--- src/rtl/lsu_mem_stage.sv ---
// Load/store unit behind the EX-stage ALU: drives a req/gnt/rvalid data-memory port,
// builds byte enables and lane-replicated store data, and extends load data for writeback.
module lsu_mem_stage #(
    parameter int XLEN    = 32,
    parameter int TIMEOUT = 255
) (
    input  logic            clk,
    input  logic            rstn,
    input  logic            ex_valid,
    input  logic            ex_memread,
    input  logic            ex_memwrite,
    input  logic [2:0]      ex_funct3,
    input  logic [XLEN-1:0] ex_addr,
    input  logic [XLEN-1:0] ex_wdata,
    input  logic [4:0]      ex_rd,
    output logic            lsu_busy,
    output logic            dmem_req,
    output logic            dmem_we,
    output logic [XLEN-1:0] dmem_addr,
    output logic [3:0]      dmem_be,
    output logic [XLEN-1:0] dmem_wdata,
    input  logic            dmem_gnt,
    input  logic            dmem_rvalid,
    input  logic [XLEN-1:0] dmem_rdata,
    output logic            wb_valid,
    output logic [4:0]      wb_rd,
    output logic [XLEN-1:0] wb_data,
    output logic            lsu_err,
    output logic [XLEN-1:0] err_addr,
    output logic [1:0]      dbg_state
);

    localparam logic [1:0] IDLE = 2'd0;
    localparam logic [1:0] REQ  = 2'd1;
    localparam logic [1:0] WAIT = 2'd2;

    // Counter value in the last permitted cycle of REQ or WAIT.
    localparam logic [7:0] TO_LAST = 8'(TIMEOUT - 1);

    // Memory port handshake: dmem_req with addr/be/we/wdata stays asserted and stable
    // until a cycle where dmem_gnt=1 is sampled; load data is taken in the first WAIT
    // cycle with dmem_rvalid=1. Responses outside those states are ignored.

    logic [1:0]      state;
    logic [7:0]      cnt;
    logic [XLEN-1:0] addr_q;
    logic [2:0]      f3_q;
    logic [4:0]      rd_q;
    logic            load_q;

    logic            acc;
    logic            acc_load;
    logic            bad_f3;
    logic            misal;
    logic [3:0]      be_c;
    logic [XLEN-1:0] wdata_c;
    logic [15:0]     lane;
    logic [XLEN-1:0] ld_ext;

    assign lsu_busy  = (state != IDLE);
    assign dbg_state = state;

    always_comb begin
        acc      = ex_valid && (ex_memread || ex_memwrite);
        acc_load = ex_memread;
        if (acc_load) begin
            bad_f3 = (ex_funct3 == 3'b011) || (ex_funct3[2:1] == 2'b11);
        end else begin
            bad_f3 = ex_funct3[2] || (ex_funct3[1:0] == 2'b11);
        end
        misal = ((ex_funct3[1:0] == 2'b01) && ex_addr[0]) ||
                ((ex_funct3[1:0] == 2'b10) && (ex_addr[1:0] != 2'b00));
        case (ex_funct3[1:0])
            2'b00: begin
                be_c    = 4'b0001 << ex_addr[1:0];
                wdata_c = {4{ex_wdata[7:0]}};
            end
            2'b01: begin
                be_c    = ex_addr[1] ? 4'b1100 : 4'b0011;
                wdata_c = {2{ex_wdata[15:0]}};
            end
            default: begin
                be_c    = 4'b1111;
                wdata_c = ex_wdata;
            end
        endcase
    end

    always_comb begin
        lane = 16'(dmem_rdata >> {addr_q[1:0], 3'b000});
        case (f3_q)
            3'b000:  ld_ext = {{24{lane[7]}}, lane[7:0]};
            3'b001:  ld_ext = {{16{lane[15]}}, lane[15:0]};
            3'b100:  ld_ext = {24'h0, lane[7:0]};
            3'b101:  ld_ext = {16'h0, lane[15:0]};
            default: ld_ext = dmem_rdata;
        endcase
    end

    always_ff @(posedge clk or negedge rstn) begin
        if (!rstn) begin
            state      <= IDLE;
            cnt        <= 8'd0;
            addr_q     <= '0;
            f3_q       <= 3'd0;
            rd_q       <= 5'd0;
            load_q     <= 1'b0;
            dmem_req   <= 1'b0;
            dmem_we    <= 1'b0;
            dmem_addr  <= '0;
            dmem_be    <= 4'd0;
            dmem_wdata <= '0;
            wb_valid   <= 1'b0;
            wb_rd      <= 5'd0;
            wb_data    <= '0;
            lsu_err    <= 1'b0;
            err_addr   <= '0;
        end else begin
            wb_valid <= 1'b0;
            lsu_err  <= 1'b0;
            case (state)
                IDLE: begin
                    if (acc) begin
                        if (bad_f3 || misal) begin
                            lsu_err  <= 1'b1;
                            err_addr <= ex_addr;
                        end else begin
                            state      <= REQ;
                            cnt        <= 8'd0;
                            dmem_req   <= 1'b1;
                            dmem_we    <= ~acc_load;
                            dmem_addr  <= {ex_addr[XLEN-1:2], 2'b00};
                            dmem_be    <= be_c;
                            dmem_wdata <= wdata_c;
                            addr_q     <= ex_addr;
                            f3_q       <= ex_funct3;
                            rd_q       <= ex_rd;
                            load_q     <= acc_load;
                        end
                    end
                end
                REQ: begin
                    // A grant in the final cycle still wins over the timeout.
                    if (dmem_gnt) begin
                        dmem_req <= 1'b0;
                        cnt      <= 8'd0;
                        state    <= load_q ? WAIT : IDLE;
                    end else if (cnt == TO_LAST) begin
                        dmem_req <= 1'b0;
                        state    <= IDLE;
                        lsu_err  <= 1'b1;
                        err_addr <= addr_q;
                    end else begin
                        cnt <= cnt + 8'd1;
                    end
                end
                WAIT: begin
                    if (dmem_rvalid) begin
                        state    <= IDLE;
                        wb_valid <= 1'b1;
                        wb_rd    <= rd_q;
                        wb_data  <= ld_ext;
                    end else if (cnt == TO_LAST) begin
                        state    <= IDLE;
                        lsu_err  <= 1'b1;
                        err_addr <= addr_q;
                    end else begin
                        cnt <= cnt + 8'd1;
                    end
                end
                default: state <= IDLE;
            endcase
        end
    end

endmodule

--- config.mk ---
export PLATFORM = sky130hd
export DESIGN_NAME = lsu_mem_stage
export DESIGN_NICKNAME = d
export VERILOG_FILES = /design/src/rtl/lsu_mem_stage.sv
export SDC_FILE = /design/constraint.sdc
export NUM_CORES = 1
export LEC_CHECK = 0
export CAP_MARGIN = 5
export CORE_ASPECT_RATIO = 1.75
export CORE_MARGIN = 2
export CORE_UTILIZATION = 42
export CTS_CLUSTER_SIZE = 30
export DETAILED_ROUTE_END_ITERATION = 8
export PLACE_DENSITY = 0.87
export SYNTH_ARGS = -nofsm -noshare
export SYNTH_HDL_FRONTEND = slang
export SYNTH_SLANG_ARGS = --single-unit
--- constraint.sdc ---
create_clock -name clk -period 2 [get_ports clk]
set_clock_uncertainty 0.2 [all_clocks]
set_input_delay 0.4 -clock clk [delete_from_list [all_inputs] [get_ports clk]]
set_output_delay 0.4 -clock clk [all_outputs]
set_load 0.01 [all_outputs]
* Word-level counts from Yosys, hierarchy flattened
Index checks and enable logic that the tools add are counted.
Operators by class: add/subtract/negate cells 1, eq/ne operators 17, shifts and indexed selects 2, mux-type cells 37, bitwise operators 2, reduce and logical (&&, ||, !) cells 21
Operator list (number):
- 32-bit 2-to-1 mux | 5
- 32-bit case mux with 4 select lines | 1
- 32-bit case mux with 3 select lines | 1
- 32-bit case mux with 2 select lines | 1
- 8-bit 2-to-1 mux | 5
- 32-bit by 5-bit >> shifter with 16-bit output | 1
- 8-bit case mux with 3 select lines | 1
- 1-bit 2-to-1 mux | 12
- 2-bit 2-to-1 mux | 6
- 2-bit inequality test (second input constant) | 5
- 8-bit by 1-bit adder with 8-bit output (second input constant) | 1
- 2-bit == test (second input constant) | 4
- 8-bit == test (second input constant) | 1
- 4-bit case mux with 2 select lines | 1
- 4-bit AND reduction | 2
- 3-bit == test (second input constant) | 2
- 2-bit case mux with 3 select lines | 1
- 2-bit nonzero test | 3
- 1-bit logical OR | 5
- 5-bit AND reduction | 1
- 2-bit by 1-bit == test with 1-bit output (second input constant) | 2
- 2-bit zero test | 2
- 4-bit 2-to-1 mux | 1
- 2-bit AND reduction | 2
- other kinds (11) | 14
Storage, ports and cells: flip-flop bits (word level) 190, output and inout port bits 144, logic and storage cells 96

* Depth between registers and ports, before layout
depth in word-level cells 7, depth in mapped cells 9, mapped depth without buffers 7

* Worst setup path after synthesis
OpenSTA, ideal clock, no wires.
kind register -> register, start register state[0] (netlist: dbg_state[0]), end register err_addr[10], setup time 126 ps, arrival 1808 ps, slack -134 ps, cell stages (with the launch flop) 7, buffers on the path 1, clock period less this slack 2134 ps, cells stage by stage dfrtp_1 -> inv_1 -> ha_1 -> nand2b_1 -> a211o_1 -> buf_2 -> a221o_1
On the way: longest elaborated chain between the ends 3
RTL lines:
- from (decl) | RTL line 44 | logic [1:0] state;
- from (signal assigned) | RTL line 147 | state <= load_q ? WAIT : IDLE;
- 2-bit == test (tied with other cells) | RTL line 121 | case (state)
- 2-bit inequality test (no line) or 3-bit nonzero test (tied branches)
- 5-bit AND reduction (no line)
- to (signal assigned) | RTL line 126 | err_addr <= ex_addr;
- to (signal assigned) | RTL line 152 | err_addr <= addr_q;
- to (signal assigned) | RTL line 166 | err_addr <= addr_q;
- to (decl) | RTL line 29 | output logic [XLEN-1:0] err_addr,
Several ways; a longest one is shown, not always the timed one. A chain may end at the register's enable or synchronous reset.

* Worst setup path after layout
start register state[0] (netlist: dbg_state[0]), end register err_addr[28]
The elaborated chain is that of the path after synthesis.

==> flow_summary.rst <==
.. list-table::
   :header-rows: 1

   * - Metric
     - Value
   * - Peak per-stage delay on the critical path
     - 0.42 ns
   * - Unique cell type count in the Yosys netlist
     - 41
   * - Number of antenna cells inserted
     - 0
   * - Final setup violation count
     - 34
   * - First-pass iteration count of the detailed router
     - 5
   * - I/O Pins
     - 255
   * - WL final
     - 24.5 mm
   * - Crit path time final
     - 2.11 ns
   * - Cell family with the largest share of critical-path delay
     - compound AO/OA/AOI/OAI gates
   * - Power, Total
     - 16.5 mW
   * - Xor and xnor area share after synthesis
     - 0
   * - Critical path cell sequence
     - inv_2, ha_4, nand2b_1, a211o_1, buf_12, a221o_1
   * - Dominant combinational cell family by area after synthesis
     - compound AO/OA/AOI/OAI gates
   * - Overall global routing resource usage
     - 0.260
   * - Total power density per cell area
     - 1460 nW/um2
   * - Post-place setup slack
     - -0.621 ns
   * - Synthesized-area fraction occupied by ao, oa, aoi and oai cells
     - 0.162
   * - Post-Route Utilization
     - 0.649
   * - Via density
     - 5.38
   * - Most instantiated flip-flop cell in the synthesis netlist
     - dfrtp_1
   * - Critical path buffers and inverters
     - 2
   * - Area growth from synthesis to layout
     - 51.1%
   * - Count of mapped cells out of synthesis
     - 817
   * - Fraction of layout instances using a drive strength above 1
     - 0.133
   * - Total global routing overflow
     - 0
   * - Number of hold violations in the final report
     - 0
   * - Post-Synth Adder-Cell Area
     - 0.0100
   * - Worst endpoint required time
     - 2.09 ns
   * - Path type of the worst setup path
     - flip-flop to flip-flop
   * - Weighted congestion at the end of routability-driven global placement
     - 0.928
   * - Count of maximum capacitance violations
     - 0
   * - Iteration-0 DRC count of the detailed router
     - 507
   * - Ys Warns
     - 0
   * - Status
     - complete, but fails checks
   * - Die width
     - 105 um
   * - Area of the die
     - 19,000 um2
   * - First-pass GRT wire length
     - 38.5 mm
   * - Setup repair after global routing missed its margin
     - yes
   * - Initial core utilization
     - 0.430
   * - Initial antenna violation count
     - 0
   * - Clock Root Buffer
     - clkbuf_16
   * - Pin count of the biggest net entering global routing
     - 50
   * - Slowest cell on crit path
     - dfrtp_1
   * - Maximum vdd ir drop
     - 0.000809 V
   * - Ratio of final minimum period to clock period
     - 1.05
   * - Post-route insts no fill
     - 1,324
   * - Post-synthesis instance area
     - 7500 um2
   * - Count of input and output buffers
     - 252
   * - Reported leakage power
     - 5.47 nW
   * - Std-Cell Core Area
     - 17,500 um2
   * - Mean area per synthesized cell
     - 9.18 um2
   * - Post-synthesis mux area share
     - 0.0484
   * - Clk buf depth
     - 2
   * - Number of enable-type register cells in the synthesized netlist
     - 0
   * - Detail Route Antenna Nets
     - 0
   * - Fmax
     - 474 MHz
   * - Highest-count cells in the layout ignoring fill and taps
     - 218 x clkdlybuf4s50_1, 171 x nand2_1, 160 x dfrtp_1, 97 x o21ai_0, 62 x buf_4
   * - Die outline height
     - 181 um
   * - Type of the tightest min-delay check
     - input pin to flip-flop
   * - Cell Rows
     - 64
   * - TritonCTS clock tree
     - yes
   * - Number of remaining DRC errors
     - 0
   * - Htree depth
     - 4
   * - Synth Area in Simple Gates
     - 0.161
   * - Max-slew violation total from the final report
     - 0
   * - Post-synth ARST share
     - 1.00
   * - Final-stage net count
     - 1,199
   * - Most frequent standard cell in the layout excluding fill and tap cells
     - clkdlybuf4s50_1
   * - Detailed Place HPWL
     - 17.8 mm
   * - Fraction of the yosys area taken by sequential cells
     - 0.534
   * - Number of instances in the placed design
     - 1,286
   * - Clock insertion delay at the later pin of the skew report
     - 0.42 ns
   * - Flops & latches, synth
     - 160
   * - Number of buffers created by CTS
     - 17
   * - Detail-routed net length per standard cell
     - 18.5 um
   * - Vias
     - 7,124
   * - Largest driver fanout on the critical path
     - 32
   * - Minimum setup slack in the final design
     - -0.109 ns
   * - Clock-pin transition on the worst setup and hold timing paths
     - 0.06 ns
   * - Startpoint type of the worst setup path
     - flip-flop
   * - Total number of clock tree sinks
     - 160
   * - Failing checks
     - negative setup slack
   * - Crit end category
     - flip-flop
   * - Vias in the first global route
     - 7,375
   * - Worst endpoint data arrival time
     - 2.20 ns
-- worst reg2reg max path: cells and delay by family (launching register included) --
kind	cells	cell delay, ns
AOI/OAI and AO/OA	2	0.71
adders and majority gates	1	0.22
DFF	1	0.42
and+or+nand+nor	1	0.14
buffers and inverters	2	0.28
-- stage by stage --
| step | cell area, um2 | TNS [ns] | hold WS [ns] |
|---|---|---|---|
| after floorplan | 7560 | -3.26 | -0.0956 |
| after global placement | 10500 | -52.91 | 0.157 |
| after detailed placement | 10500 | -60.41 | 0.167 |
| after CTS | 11200 | -3.01 | 0.219 |
| after global routing | 11300 | -4.17 | 0.259 |
| final | 11300 | -2.23 | 0.249 |
-- worst paths after layout --
kind                                    from        endpoint  slack [ns]  cells after the start
worst max-delay path            dbg_state[0]    err_addr[28]       -0.11                      6
worst min-delay path            ex_funct3[2]         f3_q[2]        0.25                      3
worst max register to register  dbg_state[0]    err_addr[28]       -0.11                      6
worst min register to register      wb_rd[4]        wb_rd[4]        0.27                      2
max in group asynchronous               rstn     err_addr[8]        0.74                      3
min in group asynchronous               rstn  dmem_wdata[21]        0.28                      2
-- routing by layer --
| layer | wire length [um] | part of all wire | GRT usage |
|---|---|---|---|
| met5 | 0 | 0 | 0 |
| met4 | 1550 | 0.063 | 0.179 |
| met3 | 1370 | 0.056 | 0.0538 |
| met1 | 8420 | 0.34 | 0.265 |
| met2 | 13200 | 0.54 | 0.468 |
-- flip-flops by register name, summed over array words and instances, names as in the netlist --
register    flops
addr_q         32
cnt             8
dbg_state       2
dmem_be         4
dmem_req        1
dmem_wdata     32
dmem_we         1
err_addr       32
f3_q            3
load_q          1
lsu_err         1
rd_q            5
wb_data        32
wb_rd           5
wb_valid        1
-- cell usage after synthesis (all sizes together), types with 6 or more instances --
cell	count	area, um2
nor2	58	220
clkbuf	33	125
ha	6	75.1
mux2i	34	340
buf	50	349
inv	41	154
o21ai	101	505
o22ai	7	43.8
dfrtp	160	4000
nand3	42	210
nand2	175	657
a221o	32	320
a21oi	40	200
-- kinds of logic after synthesis --
logic type      Yosys count
mux                      35
fa+ha+maj                 6
compound gates          197
simple gates            294
other cells               1
buf+inv                 124
flops                   160
-- where the power goes --
part | total, mW | internal (mW) | switching, mW | leakage, nW
Clock | 3.36 | 2.07 | 1.29 | 0.285
Combinational | 7.61 | 3.94 | 3.67 | 3.13
Sequential | 5.57 | 4.64 | 0.932 | 2.05
-- timing repair --
action	in CTS	in global routing
pin swaps	2	7
setup endpoints to repair	61	90
resized for setup	29	47
hold buffers	1	0
hold endpoints to repair	37	0
buffers inserted	4	3
-- area by class of cell --
class / count / area [um2]
clock buffers: 19 / 433
repair buffers: 328 / 3250
clock inverters: 11 / 166
fillers: 1397 / 6130
inverters: 41 / 156
multi-input cells: 534 / 3030
flip-flops and latches: 160 / 4000
well taps: 231 / 289
(Power assumes the default switching activity.)
